### src/rtl/rf_ctl.sv
// Command sequencer for the A/B/C/D/F register file: expands one accepted
// command into registered one-hot load/output strobes and the write data bus.
module rf_ctl #(
  parameter int unsigned W     = 8,
  parameter int unsigned CNT_W = 16
) (
  input  logic             i_clk,
  input  logic             i_rst,
  input  logic             i_cmd_valid,
  output logic             o_cmd_ready,
  input  logic [7:0]       i_cmd_op,
  input  logic [W-1:0]     i_cmd_imm,
  output logic [W-1:0]     o_rf_d,
  input  logic [W-1:0]     i_rf_p,
  output logic [4:0]       o_rf_in,
  output logic [4:0]       o_rf_out,
  output logic             o_rf_rst,
  output logic             o_busy,
  output logic             o_done,
  output logic             o_err,
  output logic [CNT_W-1:0] o_retired
);

  typedef enum logic [2:0] {StIdle, StRead, StWrite, StClr, StDone, StErr} state_e;

  localparam logic [1:0] ClsNop = 2'b00;
  localparam logic [1:0] ClsMov = 2'b01;
  localparam logic [1:0] ClsLdi = 2'b10;

  state_e           r_state, w_state_nxt;
  logic [2:0]       r_dst, w_dst_nxt;
  logic [2:0]       r_src, w_src_nxt;
  logic [W-1:0]     r_tmp, w_tmp_nxt;
  logic [W-1:0]     r_rf_d;
  logic [4:0]       r_rf_in, r_rf_out;
  logic             r_rf_rst, r_done, r_err;
  logic [CNT_W-1:0] r_retired;

  logic       w_accept;
  logic [1:0] w_cls;
  logic [2:0] w_op_dst, w_op_src;
  logic       w_dst_bad, w_src_bad;

  assign w_accept  = i_cmd_valid && (r_state == StIdle);
  assign w_cls     = i_cmd_op[7:6];
  assign w_op_dst  = i_cmd_op[5:3];
  assign w_op_src  = i_cmd_op[2:0];
  assign w_dst_bad = (w_op_dst > 3'd4);
  assign w_src_bad = (w_op_src > 3'd4);

  always_comb begin
    w_state_nxt = r_state;
    w_dst_nxt   = r_dst;
    w_src_nxt   = r_src;
    w_tmp_nxt   = r_tmp;
    unique case (r_state)
      StIdle: begin
        if (w_accept) begin
          w_dst_nxt = w_op_dst;
          w_src_nxt = w_op_src;
          if (w_cls == ClsNop) begin
            w_state_nxt = StDone;
          end else if (w_cls == ClsMov) begin
            w_state_nxt = (w_dst_bad || w_src_bad) ? StErr : StRead;
          end else if (w_cls == ClsLdi) begin
            w_state_nxt = w_dst_bad ? StErr : StWrite;
            w_tmp_nxt   = i_cmd_imm;
          end else begin
            w_state_nxt = StClr;
          end
        end
      end
      StRead: begin
        w_tmp_nxt   = i_rf_p;
        w_state_nxt = StWrite;
      end
      StWrite, StClr: w_state_nxt = StDone;
      StDone, StErr:  w_state_nxt = StIdle;
      default:        w_state_nxt = StIdle;
    endcase
  end

  // Strobes are decoded from the next state so every output comes straight from a flop.
  always_ff @(posedge i_clk) begin
    if (i_rst) begin
      r_state   <= StIdle;
      r_dst     <= '0;
      r_src     <= '0;
      r_tmp     <= '0;
      r_rf_d    <= '0;
      r_rf_in   <= '0;
      r_rf_out  <= '0;
      r_rf_rst  <= 1'b0;
      r_done    <= 1'b0;
      r_err     <= 1'b0;
      r_retired <= '0;
    end else begin
      r_state  <= w_state_nxt;
      r_dst    <= w_dst_nxt;
      r_src    <= w_src_nxt;
      r_tmp    <= w_tmp_nxt;
      r_rf_d   <= (w_state_nxt == StWrite) ? w_tmp_nxt : '0;
      r_rf_in  <= (w_state_nxt == StWrite) ? (5'b00001 << w_dst_nxt) : 5'b00000;
      r_rf_out <= (w_state_nxt == StRead) ? (5'b00001 << w_src_nxt) : 5'b00000;
      r_rf_rst <= (w_state_nxt == StClr);
      r_done   <= (w_state_nxt == StDone);
      r_err    <= (w_state_nxt == StErr);
      if (w_state_nxt == StDone) begin
        r_retired <= r_retired + CNT_W'(1);
      end
    end
  end

  assign o_cmd_ready = (r_state == StIdle);
  assign o_busy      = (r_state != StIdle);
  assign o_rf_d      = r_rf_d;
  assign o_rf_in     = r_rf_in;
  assign o_rf_out    = r_rf_out;
  assign o_rf_rst    = r_rf_rst;
  assign o_done      = r_done;
  assign o_err       = r_err;
  assign o_retired   = r_retired;

endmodule

### config.mk
export PLATFORM = sky130hd
export DESIGN_NAME = rf_ctl
export DESIGN_NICKNAME = d
export VERILOG_FILES = /design/src/rtl/rf_ctl.sv
export SDC_FILE = /design/constraint.sdc
export NUM_CORES = 1
export LEC_CHECK = 0
export BUFFER_PORTS_ARGS = -buffer_cell sky130_fd_sc_hd__buf_4
export CAP_MARGIN = 25
export CORE_ASPECT_RATIO = 2
export CORE_MARGIN = 5
export CORE_UTILIZATION = 50
export DETAILED_ROUTE_END_ITERATION = 8
export GPL_TIMING_DRIVEN = 0
export MAX_ROUTING_LAYER = met4
export PLACE_DENSITY = 0.8
export SETUP_SLACK_MARGIN = 0.1
export SYNTH_ARGS = -nofsm -noshare
export SYNTH_HDL_FRONTEND = slang
export SYNTH_SLANG_ARGS = --single-unit
### constraint.sdc
create_clock -name i_clk -period 2 [get_ports i_clk]
set_input_delay 0.3 -clock i_clk [delete_from_list [all_inputs] [get_ports i_clk]]
set_output_delay 0.3 -clock i_clk [all_outputs]
set_load 0.01 [all_outputs]
; Word level (Yosys, flattened, before mapping)
; Cells that the tools add are included.
[word_totals]
out_inout_bits = 39
word_cells = 52
inputBits = 27
ff_bits = 54
[op_classes]
bitwise = 2
order_cmp = 2
eq_ne = 10
reduce_logical = 8
n_addsub = 1
shifts = 2
mux = 16
[op_table]
columns = op, n
row1 = $mux W8, 4
row2 = $mux W3, 10
row3 = $add A16 B1 Y16 const B, 1
row4 = $pmux W8 S2, 1
row5 = $eq A3 B2 Y1 const B, 4
row6 = $shl A1 B3 Y5 const A, 2
row7 = $pmux W3 S3, 1
row8 = $eq A3 B1 Y1 const B, 2
row9 = $eq A3 B3 Y1 const B, 2
row10 = $gt A3 B3 Y1 const B, 2
row11 = $reduce_or A2 Y1, 3
row12 = $logic_not A3 Y1, 1
row13 = $reduce_bool A3 Y1, 1
row14 = $eq A2 B1 Y1 const B, 1
row15 = $eq A2 B2 Y1 const B, 1
row16 = $logic_not A2 Y1, 1
row17 = $not A1 Y1, 2
row18 = $logic_and A1 B1 Y1, 1
row19 = $logic_or A1 B1 Y1, 1

; Logic depth before layout (Yosys ltp)
[logic_depth]
word_depth = 10
mapped_depth = 7
depth_no_buf = 6

; Least setup slack after synthesis
; OpenSTA, ideal clock, no wires.
[synth_timing]
path_type = reg2reg
from = register r_state[0]
to = register r_rf_d[7] (netlist: o_rf_d[7])
path_stages_with_launch = 7
arrival_ps = 1575
required_time_ps = 1866
synth_period_minus_slack_ps = 1708
path_slack_ps = 292
path_buffers = 0
setup_ps = 134
cell_sequence = dfxtp_1 nor3_2 inv_2 nor3_2 nor2_2 a21oi_1 nor2_1
[synth_via]
elab_chain_len = 7
elab_cells_between_ends = 13
classes_between = eq/ne: 4 / mux: 4 / bitwise: 1 / reduce/logical: 4
[synth_lines]
columns = element, line
row1 = start: declaration, 30  ; state_e r_state, w_state_nxt;
row2 = start signal: assignment, 86  ; r_state <= StIdle;
row3 = start signal: assignment, 98  ; r_state <= w_state_nxt;
row4 = $logic_not A3 Y1 (*), n/a
row5 = via o_cmd_ready, 10  ; output logic o_cmd_ready,
row6 = $logic_and A1 B1 Y1, 44  ; assign w_accept = i_cmd_valid && (r_state == StIdle);
row7 = $mux W3, 58  ; if (w_accept) begin
row8 = $pmux W3 S3, 56  ; unique case (r_state)
row9 = $eq A3 B2 Y1, 102  ; r_rf_d <= (w_state_nxt == StWrite) ? w_tmp_nxt : '0;
row10 = $not A1 Y1 (no source line), n/a
row11 = $reduce_or A2 Y1 (no source line), n/a
row12 = end signal: assignment, 102
row13 = end: declaration, 34  ; logic [W-1:0] r_rf_d;
; The timed path passes the listed nets; every way through them passes the cells marked *.
; A chain may end at the register's enable or synchronous reset.

; Worst setup path after layout
[layout_timing]
from = register r_retired[4] (netlist: o_retired[4])
to = register r_retired[10] (netlist: o_retired[10])
[layout_via]
elab_chain_len = 1
[layout_lines]
columns = element, line
row1 = start: declaration, 37  ; logic [CNT_W-1:0] r_retired;
row2 = start signal: assignment, 109  ; r_retired <= r_retired + CNT_W'(1);
row3 = $add A16 B1 Y16, 109
; No other way between the ends.

==> metrics.md <==
| Metric | Value |
|---|---|
| Share of cells above drive strength 1 | 33.0% |
| Clock slew at reported path FFs | 0.09 ns |
| Clock latency on the worst-skew pair | 0.30 ns |
| Main synth FF type | dfxtp_1 |
| Tcrit/Tclk final | 89.8% |
| RSZ-0062 raised after global routing | yes |
| Worst Path Required | 2.23 ns |
| # IOs | 66 |
| Die H | 102 um |
| Wire per inst | 14.7 um |
| Total Routing Usage GR | 18.5% |
| Routability-driven placement congestion ratio | 0.814 |
| Cells after synthesis | 226 |
| Post-synth top area cell | dfxtp_1 |
| Netlist Area Pre-Place | 0.00214 mm2 |
| Post-synth EDFFs | 0 |
| CP max stage delay | 0.47 ns |
| Status | finished clean |
| Via-to-Cell Ratio | 5.56 |
| Starting density of the core | 51.8% |
| Top post-synthesis cells by area | dfxtp_1, a21oi_1, nor2_1 |
| Synth Area per Inst | 9.46 um2 |
| Net count after synthesis | 254 |
| Seq/Total Area, Yosys | 50.6% |
| Synth Register Bits | 54 |
| Wl on met1 | 1930 um |
| Drt first-iter violations | 28 |
| Critical-path top delay cell | or4_1 |
| Most frequent cell after synthesis | dfxtp_1 |
| Final nets | 327 |
| Non-filler cells, final | 352 |
| Worst Setup Start Kind | register |
| First-pass GRT wire length | 8250 um |
| Area Growth Syn to Fin | 34.1% |
| Core area | 0.00413 mm2 |
| Max-slew headroom | 52.0% |
| Top Metal Used | met4 |
| Hold WC Path Type | in -> reg |
| Hold buffers post-CTS | 0 |
| H-tree depth | 2 |
| Vias in the first global route | 1899 |
| Static Leak | 1.17 nW |
| PortBufs | 64 |
| Clock Sinks | 54 |
| Power per standard cell area | 802 mW/mm2 |
| CP Data Arrival Time | 2.03 ns |
| Yosys cell types | 46 |
| Crit-path leading delay family | simple AND/OR/NAND/NOR gates |
| DRC | 0 |
| Met3 WL | 229 um |
| Max Buffers Root-to-Sink | 2 |
| Crit-path max FO | 7 |
| DP Cell Count | 343 |
| Final wirelength | 5170 um |
| Slew @ Worst Pin | 0.715 ns |
| Row cnt | 33 |
| Grt ovf | 0 |
| Fmax | 0.557 GHz |
| Clock period minus final worst setup slack | 1.80 ns |
| Crit path buf inv count | 0 |
| Post-synth ARST share | 0% |
| Util after Layout | 69.4% |
| Worst VDD drop | 0.807 mV |
| Die area | 0.00576 mm2 |
| Most common library cells after synthesis | dfxtp_1, nor2_1, a21oi_1 |
| MaxCap Viol Count | 0 |
| Largest net degree at the start of global routing | 17 |
| CP Capture Type | register |
| Crit Path Class | reg -> reg |
| CTS Buf Count | 5 |
| Die Wd | 56.2 um |
| HPWL after DPL | 3870 um |
| Routed Antenna Nets | 0 |
| Pre-antenna DRT Iters | 4 |
| Clk_skew | 0.00149 ns |
| Yosys top cell area share | 50.6% |
| Hold Fails Final Rpt | 0 |
| Ant diodes | 0 |
| Yosys warns | 0 |
| Finish-stage setup viols | 0 |
| Initial antenna violation count | 0 |
| DR WL met2 | 2880 um |
| Final Max Slew Viols | 0 |
| Cells along the critical path | nand4_1 > or2_2 > or4_1 > a21oi_1 |
| Vias | 1957 |
| CTS tree | yes |
| Root Buffer | clkbuf_8 |
==> placed cells by master, fill, tap and decap left out, types with 4 or more instances in the layout <==
cell      count
clkbuf_8      6
nor3_1        6
nor2_1       31
nand2_1       4
o31ai_1      11
nor3b_1       5
a22o_1        8
nand3_1       6
a21oi_1      24
o21ai_0       4
inv_1         5
buf_4        67
dfxtp_1      51
or4_1        11
mux2i_1       7
==> logic make-up after synthesis <==
group | Yosys count | synth area share [%]
adders and majority gates | 1 | 0.585
buffers and inverters | 16 | 3.45
DFF | 54 | 50.6
xor gates and xnor gates | 1 | 0.410
muxes | 7 | 3.28
AOI/OAI and AO/OA | 57 | 17.7
and+or+nand+nor | 90 | 24.0
==> power by group <==
group          switching (mW)  total [mW]  internal (mW)
Combinational           0.165       0.294          0.130
Clock                   0.341       0.874          0.533
Sequential             0.0217        1.13           1.11
==> repair_timing <==
action                     CTS  global route
pin swaps                    0             2
setup endpoints to repair   16            23
resized for setup            1             7
setup buffers                0             1
==> layout make-up <==
cell class | count | area [um2]
Fill cell | 345 | 1260
Sequential cell | 54 | 1080
Multi-Input combinational cell | 156 | 1000
Timing Repair Buffer | 66 | 495
Clock buffer | 6 | 82.6
Tap cell | 52 | 65.1
Clock inverter | 2 | 60.1
Buffer | 8 | 43.8
Inverter | 8 | 30.0
==> registers in the layout (all words and copies together), names as in the netlist <==
register	cells
r_dst	3
r_src	3
o_rf_in	5
o_rf_out	5
o_rf_rst	1
o_retired	16
r_state	3
o_err	1
o_rf_d	8
r_tmp	8
o_done	1
==> through the flow <==
step           setup slack (ns)  power (mW)  hold WS (ns)   TNS, ns  cell area, um2
6_report                  0.205        2.30         0.296         0            2870
5_1_grt                  0.0889        2.39         0.319         0            2870
4_1_cts                   0.134        2.31         0.295         0            2840
3_5_place_dp           -0.00276        1.44         0.462  -0.00276            2690
3_3_place_gp             -0.147        1.43         0.453     -1.96            2680
2_1_floorplan             0.292        1.32         0.444         0            2140
==> final timing paths <==
check                     from             to  slack [ns]  depth (start not counted)
setup / recovery  o_retired[4]  o_retired[10]        0.20                          4
hold / removal     i_cmd_op[2]       r_src[2]        0.30                          3
setup reg to reg  o_retired[4]  o_retired[10]        0.20                          4
hold reg to reg       r_tmp[1]       r_tmp[1]        0.48                          2
==> worst min-delay path: stages <==
cell	delay, ns
buf_4	0.09
mux2i_1	0.09
nor2_1	0.09
==> routing by layer <==
| layer | up-vias | GRT usage, % |
|---|---|---|
| met2 | 45 | 34.8 |
| met4 | 0 | 9.51 |
| met3 | 11 | 3.29 |
| met5 | - | - |
| li1 | 974 | - |
| met1 | 927 | 17.5 |
Power figures use the tool's default switching activity.
